<file path="config.mk">
export PLATFORM = sky130hd
export DESIGN_NAME = axi4_frame_reader
export DESIGN_NICKNAME = d
export VERILOG_FILES = /design/src/rtl/axi4_frame_reader.sv
export SDC_FILE = /design/constraint.sdc
export NUM_CORES = 1
export LEC_CHECK = 0
export ABC_CLOCK_PERIOD_IN_PS = 5600
export BUFFER_PORTS_ARGS = -buffer_cell sky130_fd_sc_hd__buf_4
export CAP_MARGIN = 20
export CELL_PAD_IN_SITES_DETAIL_PLACEMENT = 1
export CELL_PAD_IN_SITES_GLOBAL_PLACEMENT = 2
export CORE_AREA = 3 3 107 160
export CTS_BUF_LIST = sky130_fd_sc_hd__clkbuf_8 sky130_fd_sc_hd__clkbuf_16
export DETAILED_ROUTE_END_ITERATION = 10
export DIE_AREA = 0 0 110 163
export PLACE_DENSITY = 0.87
export SETUP_SLACK_MARGIN = 0.5
export SLEW_MARGIN = 20
export SYNTH_ARGS = -nofsm -noshare
export SYNTH_HDL_FRONTEND = slang
export SYNTH_SLANG_ARGS = --single-unit
</file>
<file path="constraint.sdc">
create_clock -name clk_100Mhz -period 5.6 [get_ports clk_100Mhz]
set_input_delay 1.4 -clock clk_100Mhz [delete_from_list [all_inputs] [get_ports clk_100Mhz]]
set_output_delay 1.4 -clock clk_100Mhz [all_outputs]
set_load 0.02 [all_outputs]
</file>
<file path="src/rtl/axi4_frame_reader.sv">
// ---------------------------------------------------------------------------------------------
// axi4_frame_reader
//
// AXI4 read master that fetches one 320x240 RGB565 frame (FRAME_BYTES) from one of two DDR
// frame buffers and streams it out as 64-bit beats toward the HDMI output FIFO. The frame is
// read as fixed INCR bursts of 64 beats x 8 bytes. A burst is only requested once the
// downstream FIFO reports room for all 64 beats, so read data is passed through
// combinationally with no local buffering.
//
// Ports
//   clk_100Mhz, rst_n          single clock, synchronous active-low reset
//   start_frame, buf_select    frame request (rising edge) and buffer choice latched on it
//   room_ok                    downstream FIFO has >= 64 free entries (sampled in IDLE only)
//   AR*                        AXI4 read address channel (fixed burst shape and attributes)
//   R*                         AXI4 read data channel
//   m_data/m_valid/m_ready     output stream, m_sof marks the first beat of a frame
//   reader_done                one-cycle pulse once the last burst of a frame has finished
//   rresp_err, rlast_err       sticky error flags, cleared by reset only
//   state, ADDR_OFFSET         FSM state and current burst byte offset, for debug
// ---------------------------------------------------------------------------------------------
module axi4_frame_reader #(
    parameter int unsigned AXI_ADDR_WIDTH = 32,
    parameter int unsigned AXI_DATA_WIDTH = 64,
    parameter int unsigned FRAME_BYTES    = 153600
) (
    input  logic                      clk_100Mhz,
    input  logic                      rst_n,
    input  logic                      start_frame,
    input  logic                      buf_select,
    input  logic                      room_ok,
    output logic [AXI_ADDR_WIDTH-1:0] ARADDR,
    output logic                      ARVALID,
    input  logic                      ARREADY,
    output logic [7:0]                ARLEN,
    output logic [2:0]                ARSIZE,
    output logic [1:0]                ARBURST,
    output logic [3:0]                ARCACHE,
    output logic [2:0]                ARPROT,
    input  logic [AXI_DATA_WIDTH-1:0] RDATA,
    input  logic [1:0]                RRESP,
    input  logic                      RLAST,
    input  logic                      RVALID,
    output logic                      RREADY,
    output logic [AXI_DATA_WIDTH-1:0] m_data,
    output logic                      m_valid,
    input  logic                      m_ready,
    output logic                      m_sof,
    output logic                      reader_done,
    output logic                      rresp_err,
    output logic                      rlast_err,
    output logic [1:0]                state,
    output logic [31:0]               ADDR_OFFSET
);

    // FSM encoding is visible on the debug port, so it is fixed here
    localparam logic [1:0] IDLE      = 2'd0;
    localparam logic [1:0] ADDR_SEND = 2'd1;
    localparam logic [1:0] DATA_RECV = 2'd2;
    localparam logic [1:0] FRAME_END = 2'd3;

    localparam logic [31:0] BURST_BYTES = 32'd512;
    localparam logic [31:0] LAST_OFFSET = 32'(FRAME_BYTES) - BURST_BYTES;
    localparam logic [31:0] BASE_BUF1   = 32'h0100_0000;
    localparam logic [31:0] BASE_BUF0   = 32'h0110_0000;
    localparam logic [5:0]  LAST_BEAT   = 6'd63;

    // -----------------------------------------------------------------------------------------
    // State
    // -----------------------------------------------------------------------------------------
    logic [1:0]                r_state;
    logic                      r_start_d;
    logic                      r_buf_select;
    logic                      r_active;
    logic                      r_restart_pending;
    logic                      r_restart_buf;
    logic [31:0]               r_addr_offset;
    logic [AXI_ADDR_WIDTH-1:0] r_araddr;
    logic                      r_arvalid;
    logic [5:0]                r_beat_count;
    logic                      r_rresp_err;
    logic                      r_rlast_err;

    // -----------------------------------------------------------------------------------------
    // Combinational helpers
    // -----------------------------------------------------------------------------------------
    logic        w_start_edge;
    logic        w_in_data;
    logic        w_beat;
    logic        w_burst_end;
    logic [31:0] w_base;
    logic        w_restart;
    logic        w_restart_buf;

    always_comb begin
        w_start_edge  = start_frame & ~r_start_d;
        w_in_data     = (r_state == DATA_RECV);
        w_beat        = w_in_data & RVALID & m_ready;
        w_burst_end   = w_beat & (r_beat_count == LAST_BEAT);
        w_base        = r_buf_select ? BASE_BUF1 : BASE_BUF0;
        // A restart can be pending from earlier or arrive on the very cycle it is applied
        w_restart     = r_restart_pending | w_start_edge;
        w_restart_buf = w_start_edge ? buf_select : r_restart_buf;
    end

    // -----------------------------------------------------------------------------------------
    // Outputs
    // -----------------------------------------------------------------------------------------
    always_comb begin
        ARADDR      = r_araddr;
        ARVALID     = r_arvalid;
        ARLEN       = 8'd63;
        ARSIZE      = 3'b011;
        ARBURST     = 2'b01;
        ARCACHE     = 4'b1111;
        ARPROT      = 3'b010;
        // Room for the whole burst was checked before AR, so data flows straight through
        RREADY      = w_in_data & m_ready;
        m_valid     = w_in_data & RVALID;
        m_data      = RDATA;
        m_sof       = w_in_data & RVALID & (r_addr_offset == 32'd0) & (r_beat_count == 6'd0);
        reader_done = (r_state == FRAME_END);
        rresp_err   = r_rresp_err;
        rlast_err   = r_rlast_err;
        state       = r_state;
        ADDR_OFFSET = r_addr_offset;
    end

    // -----------------------------------------------------------------------------------------
    // FSM and datapath registers
    // -----------------------------------------------------------------------------------------
    always_ff @(posedge clk_100Mhz) begin
        if (!rst_n) begin
            r_state           <= IDLE;
            r_start_d         <= 1'b0;
            r_buf_select      <= 1'b0;
            r_active          <= 1'b0;
            r_restart_pending <= 1'b0;
            r_restart_buf     <= 1'b0;
            r_addr_offset     <= 32'd0;
            r_araddr          <= AXI_ADDR_WIDTH'(BASE_BUF0);
            r_arvalid         <= 1'b0;
            r_beat_count      <= 6'd0;
            r_rresp_err       <= 1'b0;
            r_rlast_err       <= 1'b0;
        end else begin
            r_start_d <= start_frame;

            case (r_state)
                IDLE: begin
                    r_araddr <= AXI_ADDR_WIDTH'(w_base + r_addr_offset);
                    if (w_start_edge) begin
                        r_buf_select  <= buf_select;
                        r_active      <= 1'b1;
                        r_addr_offset <= 32'd0;
                    end
                    // Hold off one cycle on a fresh edge so ARADDR picks up the new base/offset
                    if (r_active && room_ok && !w_start_edge) begin
                        r_state   <= ADDR_SEND;
                        r_arvalid <= 1'b1;
                    end
                end

                ADDR_SEND: begin
                    if (w_start_edge) begin
                        r_restart_pending <= 1'b1;
                        r_restart_buf     <= buf_select;
                    end
                    if (ARREADY) begin
                        r_arvalid    <= 1'b0;
                        r_beat_count <= 6'd0;
                        r_state      <= DATA_RECV;
                    end
                end

                DATA_RECV: begin
                    if (w_start_edge) begin
                        r_restart_pending <= 1'b1;
                        r_restart_buf     <= buf_select;
                    end
                    if (w_beat) begin
                        r_beat_count <= r_beat_count + 6'd1;
                        if (RRESP != 2'b00) begin
                            r_rresp_err <= 1'b1;
                        end
                        // RLAST must appear on beat 63 and nowhere else
                        if (RLAST != (r_beat_count == LAST_BEAT)) begin
                            r_rlast_err <= 1'b1;
                        end
                    end
                    // The burst length is fixed, so the beat count ends it, not RLAST
                    if (w_burst_end) begin
                        if (r_addr_offset == LAST_OFFSET) begin
                            r_state <= FRAME_END;
                        end else if (w_restart) begin
                            r_state           <= IDLE;
                            r_active          <= 1'b1;
                            r_addr_offset     <= 32'd0;
                            r_buf_select      <= w_restart_buf;
                            r_restart_pending <= 1'b0;
                        end else begin
                            r_state       <= IDLE;
                            r_addr_offset <= r_addr_offset + BURST_BYTES;
                        end
                    end
                end

                FRAME_END: begin
                    r_state       <= IDLE;
                    r_active      <= 1'b0;
                    r_addr_offset <= 32'd0;
                    // A request arriving now (or held over) re-arms instead of idling
                    if (w_restart) begin
                        r_active          <= 1'b1;
                        r_buf_select      <= w_restart_buf;
                        r_restart_pending <= 1'b0;
                    end
                end

                default: begin
                    r_state <= IDLE;
                end
            endcase
        end
    end

endmodule

</file>
# After elaboration in Yosys (flattened, before gate mapping)
# Cells that the tools add are included.
dict set report totals {
  regBits 80
  in_bits 75
  output_inout_bits 157
  wordCells 93
}
dict set report classes {
  n_addsub 3
  n_eq_ne 14
  mux 35
  n_bitwise 9
  reduce_logical 20
}
# operator n
set op_table {}
lappend op_table {{32-bit two-way mux} 4}
lappend op_table {{32-bit case mux with 3 select lines} 1}
lappend op_table {{25-bit by 32-bit adder with 32-bit output} 1}
lappend op_table {{32-bit by 10-bit adder with 32-bit output (second input constant)} 1}
lappend op_table {{32-bit by 18-bit equality test with 1-bit output (second input constant)} 1}
lappend op_table {{32-bit zero test} 1}
lappend op_table {{21-bit two-way mux} 1}
lappend op_table {{1-bit two-way mux} 17}
lappend op_table {{3-bit AND reduction} 5}
lappend op_table {{6-bit two-way mux} 2}
lappend op_table {{6-bit case mux with 2 select lines} 1}
lappend op_table {{1-bit case mux with 3 select lines} 3}
lappend op_table {{2-bit two-way mux} 4}
lappend op_table {{2-bit by 1-bit inequality test with 1-bit output (second input constant)} 4}
lappend op_table {{2-bit inequality test (second input constant)} 4}
lappend op_table {{2-bit case mux with 4 select lines} 1}
lappend op_table {{1-bit bitwise AND} 7}
lappend op_table {{6-bit by 1-bit adder with 6-bit output (second input constant)} 1}
lappend op_table {{6-bit equality test (second input constant)} 1}
lappend op_table {{6-bit zero test} 1}
lappend op_table {{2-bit nonzero test} 3}
lappend op_table {{3-bit nonzero test} 2}
lappend op_table {{5-bit AND reduction} 1}
lappend op_table {{2-bit equality test (second input constant)} 2}
lappend op_table {{11 further kinds} 12}

# Depth between registers and ports, before layout
# Gate-level depths: netlist (run 1).
dict set report depth {
  word_depth 7
  ltp_mapped 9
  depth_no_buf 8
}

# Worst setup path after synthesis (run 1)
# OpenSTA, ideal clock, no wires.
dict set report synth_path {
  kind {input -> output}
  start {input port RVALID}
  end {output port m_sof}
  arrival_ns 2.429
  path_slack_ns 1.771
  path_stages 3
  path_cell_list {and2_1 nand3_1 nor4_1}
}
dict set report synth_between {
  elab_chain_len 3
}
# item line
set synth_lines {}
lappend synth_lines {{from (decl)} 42} ;# input logic RVALID,
lappend synth_lines {{1-bit bitwise AND (3 in series)} 120} ;# m_sof = w_in_data & RVALID & (r_addr_offset == 32'd0) & (r_beat_count == 6'd0);
lappend synth_lines {{to (decl)} 47} ;# output logic m_sof,
# No other way between the ends.

# Final worst setup path (run 1)
# Ends and elaborated chain as after synthesis.

==> impl_results.md, run 1 <==
* WP buf/inv at 2
* RSZ-0062 raised after global routing: no
* Simple-gate share of the synthesized area at 20.3%
* Final period util at 64.6%
* DRT Pass-1 Iters at 4
* Chip width at 110 um
* Starting Density at 25.1%
* Post_cts resized at 0
* Setup Buffers After CTS at 0
* CTS Hold Bufs at 0
* Worst VDD drop at 0.220 mV
* IO Count at 232
* Initial antenna violation count at 0
* Crit path capture type: primary output
* Setup-failing EPs final at 0
* Post-route ant nets at 0
* Max-slew violations at 0
* Mux cell area share after synthesis at 4.31%
* Hpwl dp at 8290 um
* Final Hold Viols at 0
* Mapped Area at 3950 um^2
* Synthesized flop and latch total at 62
* Core Region at 15,800 um^2
* Max Fclk at 276 MHz
* Kind of critical path: in2out
* Largest family of logic cells by synthesized area: buffers and inverters
* Placed Instances at 654
* Layout cells sized above 1 at 20.1%
* Power Density at 379 nW/um^2
* Setup TNS at 0 ps
* Non-Filler Instances at 670
* CTS buffer count at 9
* DR iter-0 viols at 104
* Port bufs at 65
* CTS HTree Levels at 3
* Top delay family on crit path: simple AND/OR/NAND/NOR gates
* Die footprint at 17,900 um^2
* Relative slew slack at 47.9%
* Fin nets at 547
* GP Congestion at 0.778
* Synthesized area per cell at 8.32 um^2
* Wire per inst at 16.5 um
* Worst hold path class: reg2reg
* Main flop type after synthesis: dfxtp_1
* Synth top area share at 31.4%
* Clk slew on worst S/H paths at 60 ps
* Compound-gate portion of the synthesized area at 12.3%
* Worst path cell trace: buf_4, and2_1, nand3_1, nor4_1, buf_4
* Fillers at 1,867
* Synth warn at 0
* Area leader, netlist: dfxtp_1
* Largest net degree at the start of global routing at 40
* Leading cell type by number of instances after synthesis: buf_4
* All-Layer GR Usage at 12.6%
* Via density at 4.71
* FFs w/ async S/R, synth at 0%
* Die H at 163 um
* Vias in the first global route at 3,290
* Max-cap violations at 0
* Global-route wire length before repair at 17,300 um
* CP Max Fanout at 3
* Post-synthesis sequential area ratio at 31.4%
* Row count at 56
* Status: finished clean
* Final hold slack at 472 ps
* N_diodes at 0
* Clock Path Buffers at 2
* CTS tree: done
* Clock skew at 7.96 ps
* Worst skew pair latency at 340 ps
* Synth top area cells: dfxtp_1, buf_4, nor2_1, mux2i_1, a21oi_1
* Worst slew pin tran at 775 ps
* Post-synth EDFFs at 0
* Max incr delay on CP at 290 ps
* Data arrival, critical path at 2220 ps
* Slowest stage cell, crit path: nor4_1
* Worst path most repeated cell: buf_4
* Fin area at 4270 um^2
* Critical Path RT at 4200 ps
* Commonest cells in the netlist: buf_4, dfxtp_1, nor2_1
* Fin crit period at 3620 ps
* Leak at 1.72 nW
* Clk sinks at 62
* Area post-placement at 3970 um^2
* Area of the multi-input gates at 1920 um^2
* Clk root buf: clkbuf_16
* Layout area overhead at 8.17%
* Sequential Area at 1240 um^2
* Via count at 3,157
* Xor/xnor share of the synthesized area at 4.88%
* Cells after Synth at 475
* Adder-Cell Fraction of Synth Area at 3.17%
* Netlist cell types at 49
* CP startpoint kind: input pin
* WL final at 11,100 um
* Post-route DRC at 0
* Grt ovf at 0
-- report_power, final --
| part | switching, mW | internal (mW) |
|---|---|---|
| clock network | 0.215 | 0.345 |
| logic | 0.345 | 0.181 |
| registers | 0.0420 | 0.489 |
-- registers in the layout (all words and copies together), names as in the netlist --
register / flops
r_active: 1
r_restart_pending: 1
r_buf_select: 1
ADDR_OFFSET: 23
rlast_err: 1
state: 2
ARVALID: 1
r_start_d: 1
rresp_err: 1
ARADDR: 23
r_restart_buf: 1
r_beat_count: 6
-- path summary, 6_finish.rpt --
| check | start | to | slack, ps | cells past startpoint |
|---|---|---|---|---|
| setup / recovery | RVALID | m_sof | 1980 | 5 |
| hold / removal | rlast_err | rlast_err | 470 | 1 |
| setup reg to reg | state[1] | ADDR_OFFSET[30] | 3140 | 8 |
| hold reg to reg | rlast_err | rlast_err | 470 | 1 |
-- cells by family after synthesis --
kind of cell	count (synthesis)
AND/OR/NAND/NOR	151
buffers and inverters	140
AO/OA/AOI/OAI	71
flip-flops	62
XOR/XNOR	22
multiplexers	17
adder cells (fa/ha/maj)	10
other	2
-- layout make-up --
type	instances	share of cell area (%)
well taps	203	5.94
repair buffers	68	11.9
clock buffers	9	5.27
flip-flops and latches	62	29.0
clock inverters	7	1.73
inverters	12	1.05
multi-input cells	309	45.0
-- routing by layer --
layer  up-vias  track usage (%)  share of wire, %
li1       1489                -                 -
met1      1504             13.2                37
met2       115             22.2                53
met3        49             2.86               5.9
met4         0             7.77               4.5
met5         -                0                 0
-- through the flow --
step           setup WS, ps  power, mW  util (%)
2_1_floorplan          1770       1.00         -
3_3_place_gp           2050       1.05      25.2
3_5_place_dp           1990       1.07      25.2
4_1_cts                1970       1.65      27.1
5_1_grt                1910       1.72      27.1
6_report               1980       1.62      27.1
-- worst reg2reg max path, delay by kind of cell, from the launching register on --
family          cells  cell delay [ps]
flops               1              440
buf+inv             2              610
simple gates        2              400
compound gates      3              440
fa+ha+maj           1              510
-- cell usage in the layout (no fill, tap or decap), types with 7 or more instances in the layout --
master      n
nor4_1      7
nand2_1    19
mux2i_1    17
dfxtp_1    62
buf_4      68
clkbuf_16   9
nor3_1      7
ha_1       10
o21ai_0     9
inv_1      12
nand3_1    20
nor2_1     47
xor2_1      9
or4_1      13
conb_1     38
xnor2_1    13
o31ai_1    14
a21oi_1    26
nand4_1     8
No activity file was read; power rests on OpenSTA's default activity.
==> run 2: changes to the inputs <==
- ABC_CLOCK_PERIOD_IN_PS: 5600 -> 3400
- CORE_AREA: 3 3 107 160 -> 3 3 112 167
- DIE_AREA: 0 0 110 163 -> 0 0 115 170
- PLACE_DENSITY: 0.87 -> 0.81
- clock period: 5.6 -> 3.4 ns (I/O delays scaled with it)
==> run 2 against run 1 <==
Net effect: utilization is 1.5 points lower; final cell count is 2.7% higher; die area is 9.0% higher; count of clock-buffer cells in the layout is 2 higher; sequential power is 65% higher; register-to-register slack worse by 2300 ps; hold slack better by 13 ps; critical path depth stayed put; non-clock buffer count is 8 higher; sequential cell count stayed put; critical path type is now reg2out; largest cell class unchanged; largest power group unchanged; highest routed layer unchanged.
==> impl_results.md, run 2 (same netlist as run 1, synthesis figures left out) <==
* Sw Pwr at 0.999 mW (+66%)
* Met1 usage at 12.1% (-1.1 points)
* DRT Pass-1 Iters at 4 (unchanged)
* Data arrival, critical path at 1970 ps (-250 ps)
* Area of the multi-input gates at 1940 um^2 (+1.0%)
* Most common cell after layout, fill and taps aside: buf_4
* R2R setup slack at 810 ps (-2330 ps)
* Kind of critical path: reg2out
* WL final at 11,500 um (+3.7%)
* Sequential power share at 29.6% (-3.2 points)
* Layout cells sized above 1 at 21.9% (+1.8 points)
* Setup ws final at 579 ps (-1400 ps)
* Final Hold Viols at 0 (unchanged)
* Worst hold path class: reg2reg
* Setup TNS at 0 ps (unchanged)
* Max-slew violations at 0 (unchanged)
* Clock power frac at 40.0% (+5.4 points)
* DR iter-0 viols at 119 (+14%)
* Worst slew pin tran at 782 ps (+7.65 ps)
* CTS HTree Levels at 3 (unchanged)
* Largest net degree at the start of global routing at 35 (-13%)
* Grt ovf at 0 (unchanged)
* N_diodes at 0 (unchanged)
* CTS buffer count at 9 (unchanged)
* Global-route wire length before repair at 17,900 um (+3.4%)
* Clk slew on worst S/H paths at 60 ps (about the same)
* Initial antenna violation count at 0 (unchanged)
* Commonest cells after routing, fill and taps aside: buf_4, dfxtp_1, nor2_1
* Pint at 1.96 mW (+93%)
* Via count at 3,181 (+0.76%)
* Fin crit period at 2820 ps
* Critical Path RT at 2550 ps (-1650 ps)
* IO Count at 232 (unchanged)
* GRT met2 Usage at 21.2% (-0.94 points)
* Final period util at 83.0%
* Status: finished clean
* Row count at 59 (+5.4%)
* Die H at 170 um (+4.3%)
* CTS Hold Bufs at 0 (unchanged)
* Crit path capture type: primary output
* Die footprint at 19,600 um^2 (+9.0%)
* RSZ-0062 raised after global routing: no
* Final Util at 25.6% (-1.5 points)
* Wire per inst at 16.7 um (+0.99%)
* Vias in the first global route at 3,434 (+4.4%)
* Clock Path Buffers at 2 (unchanged)
* Worst skew pair latency at 330 ps (about the same)
* Chip width at 115 um (+4.5%)
* CP startpoint kind: register
* CTS tree: done
* Clock skew at 5.31 ps (-2.65 ps)
* Starting Density at 22.7% (-2.4 points)
* Sw Share at 33.8% (-3.4 points)
* Worst VDD drop at 0.263 mV (+20%)
* Sequential Area at 1240 um^2 (+0.10%)
* Final hold slack at 485 ps (+12.9 ps)
* Met3 Use GR at 2.49% (-0.37 points)
* Final Power at 2.96 mW (+83%)
* Layout area overhead at 12.7%
* Max Fclk at 354 MHz
* Port bufs at 65 (unchanged)
* Post-route DRC at 0 (unchanged)
* Power Density at 665 nW/um^2 (+75%)
* Relative slew slack at 47.4% (-0.51 points)
* CP Max Fanout at 3 (unchanged)
* Leak at 1.81 nW (+5.2%)
* Setup-failing EPs final at 0 (unchanged)
* All-Layer GR Usage at 11.7% (-0.93 points)
* Core Region at 17,400 um^2 (+11%)
* Comb pwr share at 30.3% (-2.2 points)
* Max-cap violations at 0 (unchanged)
* Place WS at 658 ps (-1330 ps)
* Fin nets at 555 (+1.5%)
* GRT busiest layer: met2
* Clk root buf: clkbuf_16
* Post-route ant nets at 0 (unchanged)
* Hpwl dp at 8720 um (+5.1%)
* Fillers at 2,091 (+12%)
* Clk sinks at 62 (unchanged)
* GP Congestion at 0.839 (+7.8%)
* Via density at 4.62 (-1.9%)
[run 2: power by group through the flow]
| stage | clock network, mW | logic, mW | registers [mW] |
|---|---|---|---|
| global placement | 0 | 0.870 | 0.888 |
| CTS | 1.21 | 0.906 | 0.879 |
| detailed placement | 0 | 0.901 | 0.895 |
| floorplan | 0 | 0.713 | 0.942 |
| global route | 1.24 | 0.989 | 0.892 |
| finish | 1.18 | 0.898 | 0.877 |
[run 2: area by class of cell]
cell class,instances,share of cell area (%)
Clock inverter,5,2.89
Timing Repair Buffer,76,12.9
Clock buffer,11,5.68
Sequential cell,62,27.9
Tap cell,213,5.98
Inverter,12,1.01
Multi-Input combinational cell,309,43.6
[run 2: worst paths after layout]
check	end	startpoint	cells past startpoint
setup reg to reg	ADDR_OFFSET[29]	ADDR_OFFSET[11]	9
setup / recovery	m_sof	r_beat_count[1]	5
hold / removal	rresp_err	rresp_err	2
hold reg to reg	rresp_err	rresp_err	2
[run 2: worst max-delay path, cell delays in order (launching register included)]
cell,delay [ps]
dfxtp_1,320
inv_1,80
ha_1,140
or4b_2,630
nor4_4,270
buf_4,190
[run 2: timing repair]
item,4_1_cts,5_1_grt
endpoints found under the setup margin,1,1
hold endpoints to repair,0,0
resized for setup,0,4
buffers inserted,0,1
pin swaps,1,1
[run 2: layer usage]
metal	wire length, um	vias to the layer above
met1	4400	1533
met2	6000	114
li1	-	1491
met4	459	0
met5	0	-
met3	628	43
[run 2: stage by stage]
step	std cells	instance area [um^2]
final	688	4450
after global routing	688	4450
after CTS	687	4430
after detailed placement	671	4040
after global placement	671	4040
after floorplan	511	4090
==> run 3: changes to the inputs <==
- ABC_AREA: not set -> 1
- ABC_CLOCK_PERIOD_IN_PS: 3400 -> 2500
- CORE_AREA: 3 3 112 167 -> 3 3 122 182
- DIE_AREA: 0 0 115 170 -> 0 0 125 185
- PLACE_DENSITY: 0.81 -> 0.78
- clock period: 3.4 -> 2.5 ns (I/O delays scaled with it)
==> run 3 against run 2 <==
Net effect: die area increased by 18%; routed wire length grew 14%; via count rose by 15%; worst setup slack lost 280 ps; synthesized area is 4.4% higher; critical endpoint unchanged; highest routed layer unchanged.
==> impl_results.md, run 3 <==
* Cells after Synth at 602 (+27%)
* CP startpoint kind: register
* FFs w/ async S/R, synth at 0% (unchanged)
* Port bufs at 65 (unchanged)
* Synth top area cells: dfxtp_1, buf_4, nand2_1, nor2_1, inv_1
* Post-route ant nets at 0 (unchanged)
* Commonest cells in the netlist: nand2_1, buf_4, nor2_1
* Mapped Area at 4130 um^2 (+4.4%)
* Clock Path Buffers at 2 (unchanged)
* Final hold slack at 452 ps (-32.9 ps)
* Main flop type after synthesis: dfxtp_1
* Power Density at 895 nW/um^2 (+35%)
* CTS HTree Levels at 3 (unchanged)
* DRT Pass-1 Iters at 4 (unchanged)
* Fillers at 2,558 (+22%)
* DR iter-0 viols at 179 (+50%)
* Hpwl dp at 9690 um (+11%)
* GP Congestion at 0.764 (-8.9%)
* Post-route DRC at 0 (unchanged)
* Commonest cells after routing, fill and taps aside: nand2_1, buf_4, nor2_1
* Largest net degree at the start of global routing at 39 (+11%)
* Final Hold Viols at 0 (unchanged)
* Starting Density at 20.0% (-2.7 points)
* Synth top area share at 30.1% (-1.3 points)
* Synth warn at 0 (unchanged)
* Die H at 185 um (+8.8%)
* IO Count at 232 (unchanged)
* Fin crit period at 2200 ps
* Fin nets at 711 (+28%)
* CTS tree: done
* Layout cells sized above 1 at 25.9% (+4.0 points)
* Leak at 2.17 nW (+20%)
* Most common cell after layout, fill and taps aside: nand2_1
* Grt ovf at 0 (unchanged)
* Clock skew at 7.43 ps (+2.12 ps)
* Max-cap violations at 0 (unchanged)
* Critical Path RT at 1880 ps (-670 ps)
* Crit path capture type: primary output
* Final Power at 4.37 mW (+48%)
* Worst hold path class: reg2reg
* WL final at 13,100 um (+14%)
* Setup TNS at 0 ps (unchanged)
* Max Fclk at 454 MHz
* Row count at 64 (+8.5%)
* Clk sinks at 62 (unchanged)
* Worst skew pair latency at 330 ps (about the same)
* Via density at 4.11 (-11%)
* Netlist cell types at 38 (-22%)
* Area leader, netlist: dfxtp_1
* Data arrival, critical path at 1580 ps (-390 ps)
* CP Max Fanout at 2 (-1)
* Synthesized flop and latch total at 62 (unchanged)
* Chip width at 125 um (+8.7%)
* Leading cell type by number of instances after synthesis: nand2_1
* Clk slew on worst S/H paths at 50 ps (about the same)
* Clk root buf: clkbuf_16
* All-Layer GR Usage at 10.9% (-0.74 points)
* Post-synth EDFFs at 0 (unchanged)
* Worst VDD drop at 0.373 mV (+42%)
* Post-synthesis sequential area ratio at 30.1% (-1.3 points)
* N_diodes at 0 (unchanged)
* Via count at 3,670 (+15%)
* Die footprint at 23,100 um^2 (+18%)
* Kind of critical path: reg2out
* Vias in the first global route at 3,741 (+8.9%)
* Core Region at 20,700 um^2 (+19%)
* RSZ-0062 raised after global routing: yes
* Setup-failing EPs final at 0 (unchanged)
* Initial antenna violation count at 0 (unchanged)
* Layout area overhead at 18.5%
* Max-slew violations at 0 (unchanged)
* CTS buffer count at 9 (unchanged)
* Status: finished clean
* Wire per inst at 14.6 um (-12%)
* Final period util at 88.1%
* Synthesized area per cell at 6.85 um^2 (-18%)
* Global-route wire length before repair at 19,900 um (+11%)
-- run 3: cell count changes after synthesis, sizes merged, moves of 17 or more --
cell,change
nor2,+44
mux2i,-17
o31ai,-17
nand2,+89
inv,+57
o21ai,+31
-- run 3: per-layer routing --
metal	routed length [um]	share of wire, %	GRT usage [%]	vias up
li1	-	-	-	1796
met1	4890	37	11.2	1723
met2	6850	52	20.3	102
met3	883	6.8	2.80	49
met4	463	3.5	5.64	0
met5	0	0	0	-
-- run 3: path summary, 6_finish.rpt --
| path | start | slack [ps] | end | depth (start not counted) |
|---|---|---|---|---|
| setup reg to reg | state[1] | 650 | ADDR_OFFSET[31] | 9 |
| hold reg to reg | rresp_err | 450 | rresp_err | 2 |
| setup / recovery | state[0] | 300 | m_sof | 8 |
| hold / removal | rresp_err | 450 | rresp_err | 2 |
-- run 3: timing repair --
action / 4_1_cts / 5_1_grt
pin swaps: 2 / 11
cloned: 1 / 0
hold buffers: 0 / 0
setup buffers: 5 / 15
endpoints found under the setup margin: 21 / 42
resized for setup: 10 / 32
-- run 3: cell type report --
| type | instances | area [um^2] | area share [%] |
|---|---|---|---|
| sequential | 62 | 1260 | 25.9 |
| multi-input combinational | 389 | 1980 | 40.5 |
| clock buffer | 10 | 239 | 4.89 |
| clock inverter | 5 | 51.3 | 1.05 |
| timing repair buffer | 94 | 742 | 15.2 |
| tap | 264 | 330 | 6.76 |
| inverter | 70 | 279 | 5.71 |
-- run 3: metrics by stage --
step	utilization [%]	setup WS [ps]	instance area, um^2	std cells
after global placement	20.8	392	4300	858
final	23.7	298	4890	894
after CTS	22.7	199	4680	879
after floorplan	-	513	4280	638
after global routing	23.7	221	4890	894
after detailed placement	20.8	403	4300	858
-- run 3: cell families (layout without fill, tap and decap cells) --
group           count (synthesis)  in the layout  synth area share [%]
fa+ha+maj                      10             10                  3.03
other cells                     2             38                 0.182
buf+inv                       188            179                  27.2
compound gates                 86             86                  11.5
xor+xnor                        8              8                  1.70
simple gates                  246            247                  26.3
flops                          62             62                  30.1
-- run 3: critical path, stage by stage (launching register included) --
cell and delay (ps):
dfxtp_4 350, inv_4 60, ha_4 130, buf_6 100, nand2_4 40, inv_4 50
nand4_1 140, nor4_4 190, buf_4 180
-- run 3: power by group --
part / internal (mW) / total (mW) / switching, mW / leakage [nW]
Combinational: 0.676 / 1.79 / 1.11 / 1.52
Sequential: 1.20 / 1.33 / 0.134 / 0.512
Clock: 0.786 / 1.26 / 0.471 / 0.146
